`config.mk`:
```
export PLATFORM = sky130hd
export DESIGN_NAME = decode_stage
export DESIGN_NICKNAME = d
export VERILOG_FILES = /design/src/rtl/decode_stage.sv
export SDC_FILE = /design/constraint.sdc
export NUM_CORES = 1
export LEC_CHECK = 0
export CAP_MARGIN = 20
export CORE_AREA = 5 5 133 135
export CTS_CLUSTER_SIZE = 24
export DETAILED_ROUTE_END_ITERATION = 7
export DIE_AREA = 0 0 138 140
export PLACE_DENSITY = 0.84
export SETUP_SLACK_MARGIN = 0.05
export SYNTH_ARGS = -nofsm -noshare
export SYNTH_HDL_FRONTEND = slang
export SYNTH_SLANG_ARGS = --single-unit
```
`constraint.sdc`:
```
create_clock -name clk -period 6.1 [get_ports clk]
set_input_delay 0.61 -clock clk [delete_from_list [all_inputs] [get_ports clk]]
set_output_delay 0.61 -clock clk [all_outputs]
set_load 0.02 [all_outputs]
```
`src/rtl/decode_stage.sv`:
```
// Unpacks 32-bit fetch words into two 16-bit instructions, classifies
// each one and registers the decoded bundle for execute.
//
// Ports:
//   clk, reset             clock; synchronous active-high reset
//   fetch_pc/instr/valid   fetch word, halfword start address, valid
//   fetch_stall            combinational hold request back to fetch
//   ex_stall, flush        execute back-pressure and redirect
//   dec_valid/pc/instr     issued instruction and its byte address
//   dec_class/rn/rm        class code and register fields
//   dec_imm/target         sign-extended immediate, branch target
module decode_stage #(
    parameter int          REG_WIDTH = 32,
    parameter logic [15:0] NOP_INSTR = 16'h0009
) (
    input  logic                 clk,
    input  logic                 reset,
    input  logic [REG_WIDTH-1:0] fetch_pc,
    input  logic [31:0]          fetch_instr,
    input  logic                 fetch_valid,
    output logic                 fetch_stall,
    input  logic                 ex_stall,
    input  logic                 flush,
    output logic                 dec_valid,
    output logic [REG_WIDTH-1:0] dec_pc,
    output logic [15:0]          dec_instr,
    output logic [2:0]           dec_class,
    output logic [3:0]           dec_rn,
    output logic [3:0]           dec_rm,
    output logic [REG_WIDTH-1:0] dec_imm,
    output logic [REG_WIDTH-1:0] dec_target
);

    localparam logic [2:0] CLS_ALU  = 3'd0;
    localparam logic [2:0] CLS_MOVI = 3'd1;
    localparam logic [2:0] CLS_BRA  = 3'd2;
    localparam logic [2:0] CLS_MEM  = 3'd3;
    localparam logic [2:0] CLS_NOP  = 3'd4;
    localparam logic [2:0] CLS_ILL  = 3'd5;

    typedef enum logic {
        EMPTY,
        HAVE_LO
    } state_e;

    state_e state_q;
    state_e state_d;

    logic [15:0]          buf_lo_q;
    logic [REG_WIDTH-1:0] buf_pc_q;

    logic [REG_WIDTH-1:0] word_pc;
    logic [REG_WIDTH-1:0] half_pc;
    logic                 unused_pc_bit;

    logic                 issue;
    logic                 bubble;
    logic                 load_buf;
    logic [15:0]          issue_op;
    logic [REG_WIDTH-1:0] issue_pc;

    logic [2:0]           cls_d;
    logic [REG_WIDTH-1:0] imm_d;
    logic [REG_WIDTH-1:0] target_d;

    logic is_nop;
    logic is_ill;
    logic is_movi;
    logic is_bra12;
    logic is_bra8;
    logic is_mem;

    // Bit 0 of the PC carries no meaning for halfword instructions.
    assign unused_pc_bit = fetch_pc[0];
    assign word_pc = {fetch_pc[REG_WIDTH-1:2], 2'b00};
    assign half_pc = {fetch_pc[REG_WIDTH-1:1], 1'b0};

    assign fetch_stall = ex_stall | (state_q == HAVE_LO);

    always_ff @(posedge clk) begin
        if (reset) begin
            state_q <= EMPTY;
        end else begin
            state_q <= state_d;
        end
    end

    // Priority: flush > ex_stall > issue. A pending low halfword
    // always wins over the fetch port, which is stalled meanwhile.
    always_comb begin
        state_d  = state_q;
        issue    = 1'b0;
        bubble   = 1'b0;
        load_buf = 1'b0;
        issue_op = NOP_INSTR;
        issue_pc = buf_pc_q + REG_WIDTH'(2);
        if (flush) begin
            state_d = EMPTY;
            bubble  = 1'b1;
        end else if (ex_stall) begin
            state_d = state_q;
        end else if (state_q == HAVE_LO) begin
            issue    = 1'b1;
            issue_op = buf_lo_q;
            state_d  = EMPTY;
        end else if (fetch_valid) begin
            issue    = 1'b1;
            issue_pc = half_pc;
            if (!fetch_pc[1]) begin
                issue_op = fetch_instr[31:16];
                load_buf = 1'b1;
                state_d  = HAVE_LO;
            end else begin
                issue_op = fetch_instr[15:0];
            end
        end else begin
            bubble = 1'b1;
        end
    end

    // The class predicates are disjoint on op[15:12], so the
    // first-match ordering collapses into a parallel decode.
    always_comb begin
        is_nop   = (issue_op == 16'h0009);
        is_ill   = (issue_op[15:4] == 12'hFFF);
        is_movi  = (issue_op[15:12] == 4'hE);
        is_bra12 = (issue_op[15:12] == 4'hA) ||
                   (issue_op[15:12] == 4'hB);
        is_bra8  = (issue_op[15:8] == 8'h89) ||
                   (issue_op[15:8] == 8'h8B);
        is_mem   = (issue_op[15:12] == 4'h2) ||
                   ((issue_op[15:12] == 4'h6) &&
                    (issue_op[3:0] <= 4'h2));
    end

    always_comb begin
        cls_d = CLS_ALU;
        imm_d = '0;
        unique case (1'b1)
            is_nop: begin
                cls_d = CLS_NOP;
            end
            is_ill: begin
                cls_d = CLS_ILL;
            end
            is_movi: begin
                cls_d = CLS_MOVI;
                imm_d = {{(REG_WIDTH-8){issue_op[7]}},
                         issue_op[7:0]};
            end
            is_bra12: begin
                cls_d = CLS_BRA;
                imm_d = {{(REG_WIDTH-13){issue_op[11]}},
                         issue_op[11:0], 1'b0};
            end
            is_bra8: begin
                cls_d = CLS_BRA;
                imm_d = {{(REG_WIDTH-9){issue_op[7]}},
                         issue_op[7:0], 1'b0};
            end
            is_mem: begin
                cls_d = CLS_MEM;
            end
            default: begin
                cls_d = CLS_ALU;
            end
        endcase
    end

    // Target arithmetic wraps naturally at the datapath width.
    always_comb begin
        target_d = '0;
        if (cls_d == CLS_BRA) begin
            target_d = issue_pc + REG_WIDTH'(4) + imm_d;
        end
    end

    always_ff @(posedge clk) begin
        if (reset) begin
            buf_lo_q <= '0;
            buf_pc_q <= '0;
        end else if (load_buf) begin
            buf_lo_q <= fetch_instr[15:0];
            buf_pc_q <= word_pc;
        end
    end

    always_ff @(posedge clk) begin
        if (reset) begin
            dec_valid  <= 1'b0;
            dec_pc     <= '0;
            dec_instr  <= NOP_INSTR;
            dec_class  <= CLS_NOP;
            dec_rn     <= '0;
            dec_rm     <= '0;
            dec_imm    <= '0;
            dec_target <= '0;
        end else if (issue) begin
            dec_valid  <= 1'b1;
            dec_pc     <= issue_pc;
            dec_instr  <= issue_op;
            dec_class  <= cls_d;
            dec_rn     <= issue_op[11:8];
            dec_rm     <= issue_op[7:4];
            dec_imm    <= imm_d;
            dec_target <= target_d;
        end else if (bubble) begin
            dec_valid  <= 1'b0;
            dec_instr  <= NOP_INSTR;
            dec_class  <= CLS_NOP;
        end
    end

endmodule
```
==> results of run 1 <==
==> path summary, 6_finish.rpt <==
path                                 endpoint  cells past startpoint  slack [ns]                 startpoint
setup / recovery  dec_target[18]$_SDFFE_PP0P_                     20        0.75                fetch_pc[1]
hold reg to reg     buf_pc_q[27]$_SDFFE_PP0P_                      2        0.45  buf_pc_q[27]$_SDFFE_PP0P_
setup reg to reg  dec_target[26]$_SDFFE_PP0P_                     17        1.11       state_q$_SDFFE_PP0N_
hold / removal      buf_pc_q[27]$_SDFFE_PP0P_                      2        0.45  buf_pc_q[27]$_SDFFE_PP0P_
==> critical path, cell delays in order <==
cell	delay, ns
clkdlybuf4s50_1	0.76
mux2_2	0.41
a32oi_2	0.39
nor3_2	0.13
o21ai_1	0.16
a21o_1	0.35
o21a_1	0.21
inv_1	0.06
ha_1	0.29
inv_1	0.06
fa_1	0.46
nor2b_1	0.21
o211ai_1	0.14
a31oi_1	0.32
a21o_1	0.29
inv_1	0.05
o21ai_0	0.33
xor2_1	0.16
a22oi_1	0.18
nor2_1	0.05
==> cell type report <==
type / count / area share, %
clock buffer: 20 / 4.30
timing repair buffer: 210 / 19.3
tap: 220 / 2.59
clock inverter: 11 / 1.62
sequential: 151 / 28.5
inverter: 13 / 0.460
multi-input combinational: 750 / 43.2
==> layer usage <==
metal | routed length (microns) | track usage (%)
met2 | 11600 | 41.8
met4 | 488 | 8.06
met3 | 1450 | 5.62
met1 | 10100 | 28.6
met5 | 0 | 0
==> cells in the final DEF, fill, tap and decap left out, types with 14 or more instances in the layout <==
cell type,count
buf_4,20
nand2_1,217
nor2_1,70
o21ai_0,24
mux2i_1,15
a22oi_1,19
clkdlybuf4s50_1,190
clkbuf_16,17
mux2_2,31
ha_1,59
xnor2_1,17
a21oi_1,141
dfxtp_1,151
o21ai_1,14
a21o_1,15
==> cells by family after synthesis <==
group / Yosys count / share of synthesized area (%)
AND/OR/NAND/NOR: 353 / 18.8
AO/OA/AOI/OAI: 262 / 19.4
flip-flops: 151 / 37.8
buffers and inverters: 87 / 5.17
adder cells (fa/ha/maj): 60 / 9.47
multiplexers: 47 / 6.38
XOR/XNOR: 27 / 2.95
other: 1 / 0.0469
==> state kept, by name, summed over array words and instances, names as in the netlist <==
name / cells
dec_pc: 31
dec_class: 3
dec_target: 32
dec_imm: 13
state_q: 1
buf_lo_q: 16
dec_instr: 16
dec_rm: 4
dec_valid: 1
buf_pc_q: 30
dec_rn: 4
==> through the flow <==
| step | area, sq um | worst slack (ns) | hold slack, ns | utilization (%) | power (mW) |
|---|---|---|---|---|---|
| floorplan | 8000 | 1.35 | 0.434 | - | 1.16 |
| global placement | 9980 | 0.447 | 0.437 | 61.1 | 1.27 |
| detailed placement | 9980 | 0.436 | 0.444 | 61.1 | 1.27 |
| CTS | 10600 | 0.837 | 0.455 | 64.9 | 2.40 |
| global route | 10600 | 0.483 | 0.473 | 64.9 | 2.46 |
| finish | 10600 | 0.749 | 0.452 | 64.9 | 2.38 |
==> where the power goes <==
group / switching [mW] / internal, mW
Sequential: 0.00836 / 1.00
Clock: 0.427 / 0.706
Combinational: 0.134 / 0.108
Total: 0.570 / 1.82
==> impl_metrics.csv, run 1 <==
group,metric,value,unit
synth,postSynthCellCount,988,
synth,ys_types,60,
power,ir_worst_vdd,0.000183,V
synth,yosys_warnings,0,
power,power_density,225,nW/um^2
timing,hold_viol_final,0,
timing,fmax,187,MHz
timing,final.min_clock_period,5.35,ns
worst_setup_path,cp.required,6.38,ns
final_layout,fin_nets,1272,
placement,hpwl,17100,microns
drt,dr.pass1.iters,5,
synth,synth_area,8000,sq um
timing,clock_skew,0.0104,ns
global_routing,grt_use_total,23.8,%
synth,seq_area_frac_synth,37.8,%
worst_setup_path,path_class,"in2reg",
synth,synth_top_area_cell,"dfxtp_1",
final_layout,regArea,3020,sq um
worst_setup_path,start_kind,"primary input",
timing,final-setup-viol-count,0,
cts,htree_num_levels,4,
hold_path,timing.hold.worst.class,"reg2reg",
synth,netlist.area_leader.share,37.8,%
placement,dp.cells,1344,
placement,io_buffers,191,
global_routing,grt_pass1_wl,38300,microns
drt,drtIter0Drc,444,
timing,tns,0,ns
cts,clkSlewWorstSetupHoldPaths,0.06,ns
global_routing,first_global_vias,7649,
final_layout,n_fill_cell,1378,
timing,worstMarginPinSlew,1.05,ns
placement,routabilityCongestion,0.910,
synth,ys_top_cells_by_count,"nand2_1, dfxtp_1, a21oi_1",
cts,hold_buffers,0,
worst_setup_path,cp-end-kind,"register",
cts,clockBufferDepth,2,
final_layout,drive_gt1_share,8.66,%
cts,cts.sinks,151,
timing,period_share,87.7,%
global_routing,grt_antenna_before_repair,0,
die,dieArea,19300,sq um
synth,synth.avg_cell_area,8.10,sq um
power,leakagePower,4.21,nW
synth,synth_seq_cells,151,
drt,viasPerCell,5.56,
drt,drcViolationCount,0,
die,io_pins,194,
timing,rsz0062_at_grt,"no",
synth,synthArstFlopShare,0,%
cts,cts_tree,"done",
final_layout,diodes,0,
final_layout,synthToLayoutAreaGrowth,32.6,%
die,row_count,47,
worst_setup_path,crit_path_max_fanout,9,
drt,drtAntennaViolNets,0,
die,initial_core_util,49.0,%
synth,synth_edf_count,0,
die,die_h,140,microns
job,cap_violations,0,
cts,post_cts_buffers,0,
cts,cts_resized,0,
worst_setup_path,arrival,5.63,ns
cts,clock_latency,0.43,ns
global_routing,overflow,0,
global_routing,grt_max_degree,86,
cts,cts-root-buf,"clkbuf_16",
timing,finalMaxSlewViolations,0,
die,core_area,16300,sq um
final_layout,multi_input_comb_area,4580,sq um
synth,yosysMostFrequentCell,"nand2_1",
final_layout,instances_no_fill,1375,
synth,synth_ff_type,"dfxtp_1",
cts,cts_made_buffers,17,
die,die_x,138,microns
drt,routedWlPerCell,17.2,microns
drt,vias,7640,
synth,synthesis.nets,1117,
synth,ys_top_cells_by_area,"dfxtp_1, nand2_1, ha_1",
run_status,run_status,"complete, no violations",
drt,routed_wl,23700,microns
timing,relSlewSlack,29.8,%
Power figures use the tool's default switching activity.
==> run 2, diff against run 1 <==
==> constraint.sdc (replaced) <==
create_clock -name clk -period 5.3 [get_ports clk]
set_input_delay 0.53 -clock clk [delete_from_list [all_inputs] [get_ports clk]]
set_output_delay 0.53 -clock clk [all_outputs]
set_load 0.02 [all_outputs]
==> run 2 against run 1 <==
Non-clock buffer count increased by 21; sequential cell count unchanged; die area unchanged; largest cell class unchanged; largest power group unchanged; total power increased by 19%.
==> impl_metrics.csv, run 2 (synthesis results as in run 1) <==
group,metric,value,unit
hold_path,timing.hold.worst.class,"reg2reg",
timing,final-setup-viol-count,0,
final_layout,top_register,"dec_target",
drt,viasPerCell,5.60,
global_routing,grt_util_met2,42.4,%
timing,period_share,93.8,%
timing,relSlewSlack,31.6,%
placement,io_buffers,191,
final_layout,diodes,0,
global_routing,grt_pass1_wl,39200,microns
worst_setup_path,arrival,5.28,ns
cts,clock_latency,0.43,ns
cts,hold_buffers,0,
die,die_h,140,microns
power,ir_worst_vdd,0.000207,V
worst_setup_path,crit_path_cell_trace,"clkdlybuf4s50_1 > nand2b_1 > buf_4 > o21ai_0 > buf_4 > nor4_2 > a31oi_1 > o22ai_2 > buf_12 > ha_1 > ha_1 > o21ai_0 > nand2b_1 > nand2_1 > a31oi_1 > a211o_1 > nand2_1 > o311ai_1 > xnor2_1 > o21ai_1",
die,core_area,16300,sq um
global_routing,grt.busiest_layer,"met2",
global_routing,first_global_vias,7556,
cts,htree_num_levels,4,
timing,hold_ws,0.453,ns
worst_setup_path,path_buf_inv,4,
worst_setup_path,cp-end-kind,"register",
worst_setup_path,path_class,"in2reg",
final_layout,final_common_cell,"nand2_1",
final_layout,final_area,10900,sq um
final_layout,largest_reg_flops,32,
final_layout,synthToLayoutAreaGrowth,35.6,%
cts,clkSlewWorstSetupHoldPaths,0.06,ns
timing,rsz0062_at_grt,"no",
final_layout,drive_gt1_share,10.5,%
die,row_count,47,
timing,tns,0,ns
placement,dp.cells,1362,
cts,cts_tree,"done",
timing,final.min_clock_period,4.97,ns
timing,setup_slack,0.330,ns
global_routing,grt_use_total,24.5,%
die,io_pins,194,
worst_setup_path,crit_family,"compound AO/OA/AOI/OAI gates",
run_status,run_status,"complete, no violations",
worst_setup_path,slowest_stage,"clkdlybuf4s50_1",
die,dieArea,19300,sq um
timing,fmax,201,MHz
global_routing,overflow,0,
power,leakagePower,4.35,nW
worst_setup_path,slowest_delay,0.64,ns
placement,pre_cts_ws,-0.0134,ns
cts,cts_made_buffers,17,
drt,dr.pass1.iters,5,
placement,placed_cell_area,10100,sq um
final_layout,fin_nets,1293,
drt,vias,7819,
worst_setup_path,start_kind,"primary input",
drt,routed_wl,24400,microns
job,cap_violations,0,
timing,hold_viol_final,0,
final_layout,top_regs,"dec_target (32), dec_pc (31), buf_pc_q (30)",
die,die_x,138,microns
worst_setup_path,cp.required,5.61,ns
drt,routedWlPerCell,17.5,microns
cts,cts-root-buf,"clkbuf_16",
drt,drtIter0Drc,567,
worst_setup_path,crit_path_max_fanout,20,
final_layout,most-common-layout-cells,"nand2_1, clkdlybuf4s50_1, dfxtp_1, a21oi_1, nor2_1",
placement,hpwl,17400,microns
cts,clockBufferDepth,2,
cts,cts.sinks,151,
timing,worstMarginPinSlew,1.02,ns
global_routing,grt_max_degree,93,
global_routing,grt_antenna_before_repair,0,
drt,drtAntennaViolNets,0,
power,power_density,261,nW/um^2
final_layout,n_fill_cell,1339,
timing,clock_skew,0.00955,ns
drt,drcViolationCount,0,
die,initial_core_util,49.0,%
timing,finalMaxSlewViolations,0,
global_routing,met3_usage,5.93,%
placement,routabilityCongestion,0.912,
global_routing,use_met1,30.8,%
final_layout,instances_no_fill,1397,
run 2: power breakdown:
part	internal, mW	leakage [nW]	switching (mW)
clock	0.889	0.323	0.495
sequential	1.15	1.22	0.00963
combinational	0.132	2.80	0.159
run 2: final timing paths:
path / slack [ns] / depth (start not counted) / end / startpoint
setup / recovery: 0.33 / 20 / dec_target[29]$_SDFFE_PP0P_ / fetch_valid
setup reg to reg: 0.41 / 19 / dec_target[29]$_SDFFE_PP0P_ / state_q$_SDFFE_PP0N_
hold reg to reg: 0.45 / 2 / buf_pc_q[2]$_SDFFE_PP0P_ / buf_pc_q[2]$_SDFFE_PP0P_
hold / removal: 0.45 / 2 / buf_pc_q[2]$_SDFFE_PP0P_ / buf_pc_q[2]$_SDFFE_PP0P_
run 2: layer usage:
metal  routed length, microns  vias up  share of wire (%)
met2                    12000      302                 49
met1                    10500     3728                 43
li1                         -     3757                  -
met4                      376        0                1.5
met5                        0        -                  0
met3                     1480       32                6.1
run 2: metrics by stage:
step | power [mW] | util (%)
6_report | 2.84 | 66.4
5_1_grt | 2.92 | 66.4
4_1_cts | 2.85 | 66.1
3_5_place_dp | 1.47 | 62.0
3_3_place_gp | 1.47 | 62.0
2_1_floorplan | 1.34 | -
run 2: cell type report:
| cell class | count | area (sq um) | area share (%) |
|---|---|---|---|
| Multi-Input combinational cell | 750 | 4590 | 42.3 |
| Sequential cell | 151 | 3020 | 27.9 |
| Timing Repair Buffer | 231 | 2240 | 20.6 |
| Clock buffer | 22 | 484 | 4.46 |
| Tap cell | 220 | 275 | 2.54 |
| Clock inverter | 10 | 191 | 1.76 |
| Inverter | 13 | 48.8 | 0.450 |
run 2: worst reg2reg max path, cell delays in order, from the launching register on:
cell and delay, ns:
dfxtp_1 0.60, nand2b_1 0.24, buf_4 0.21, o21ai_0 0.20, buf_4 0.20, nor4_2 0.29
a31oi_1 0.13, o22ai_2 0.30, buf_12 0.21, ha_1 0.26, ha_1 0.39, o21ai_0 0.14
nand2b_1 0.12, nand2_1 0.07, a31oi_1 0.27, a211o_1 0.18, nand2_1 0.10, o311ai_1 0.57
xnor2_1 0.21, o21ai_1 0.09
run 2: what timing repair did:
item | in CTS | in global routing
endpoints found under the hold margin | 0 | 0
gates resized for setup | 0 | 2
endpoints found under the setup margin | 0 | 9
buffers inserted | 0 | 2
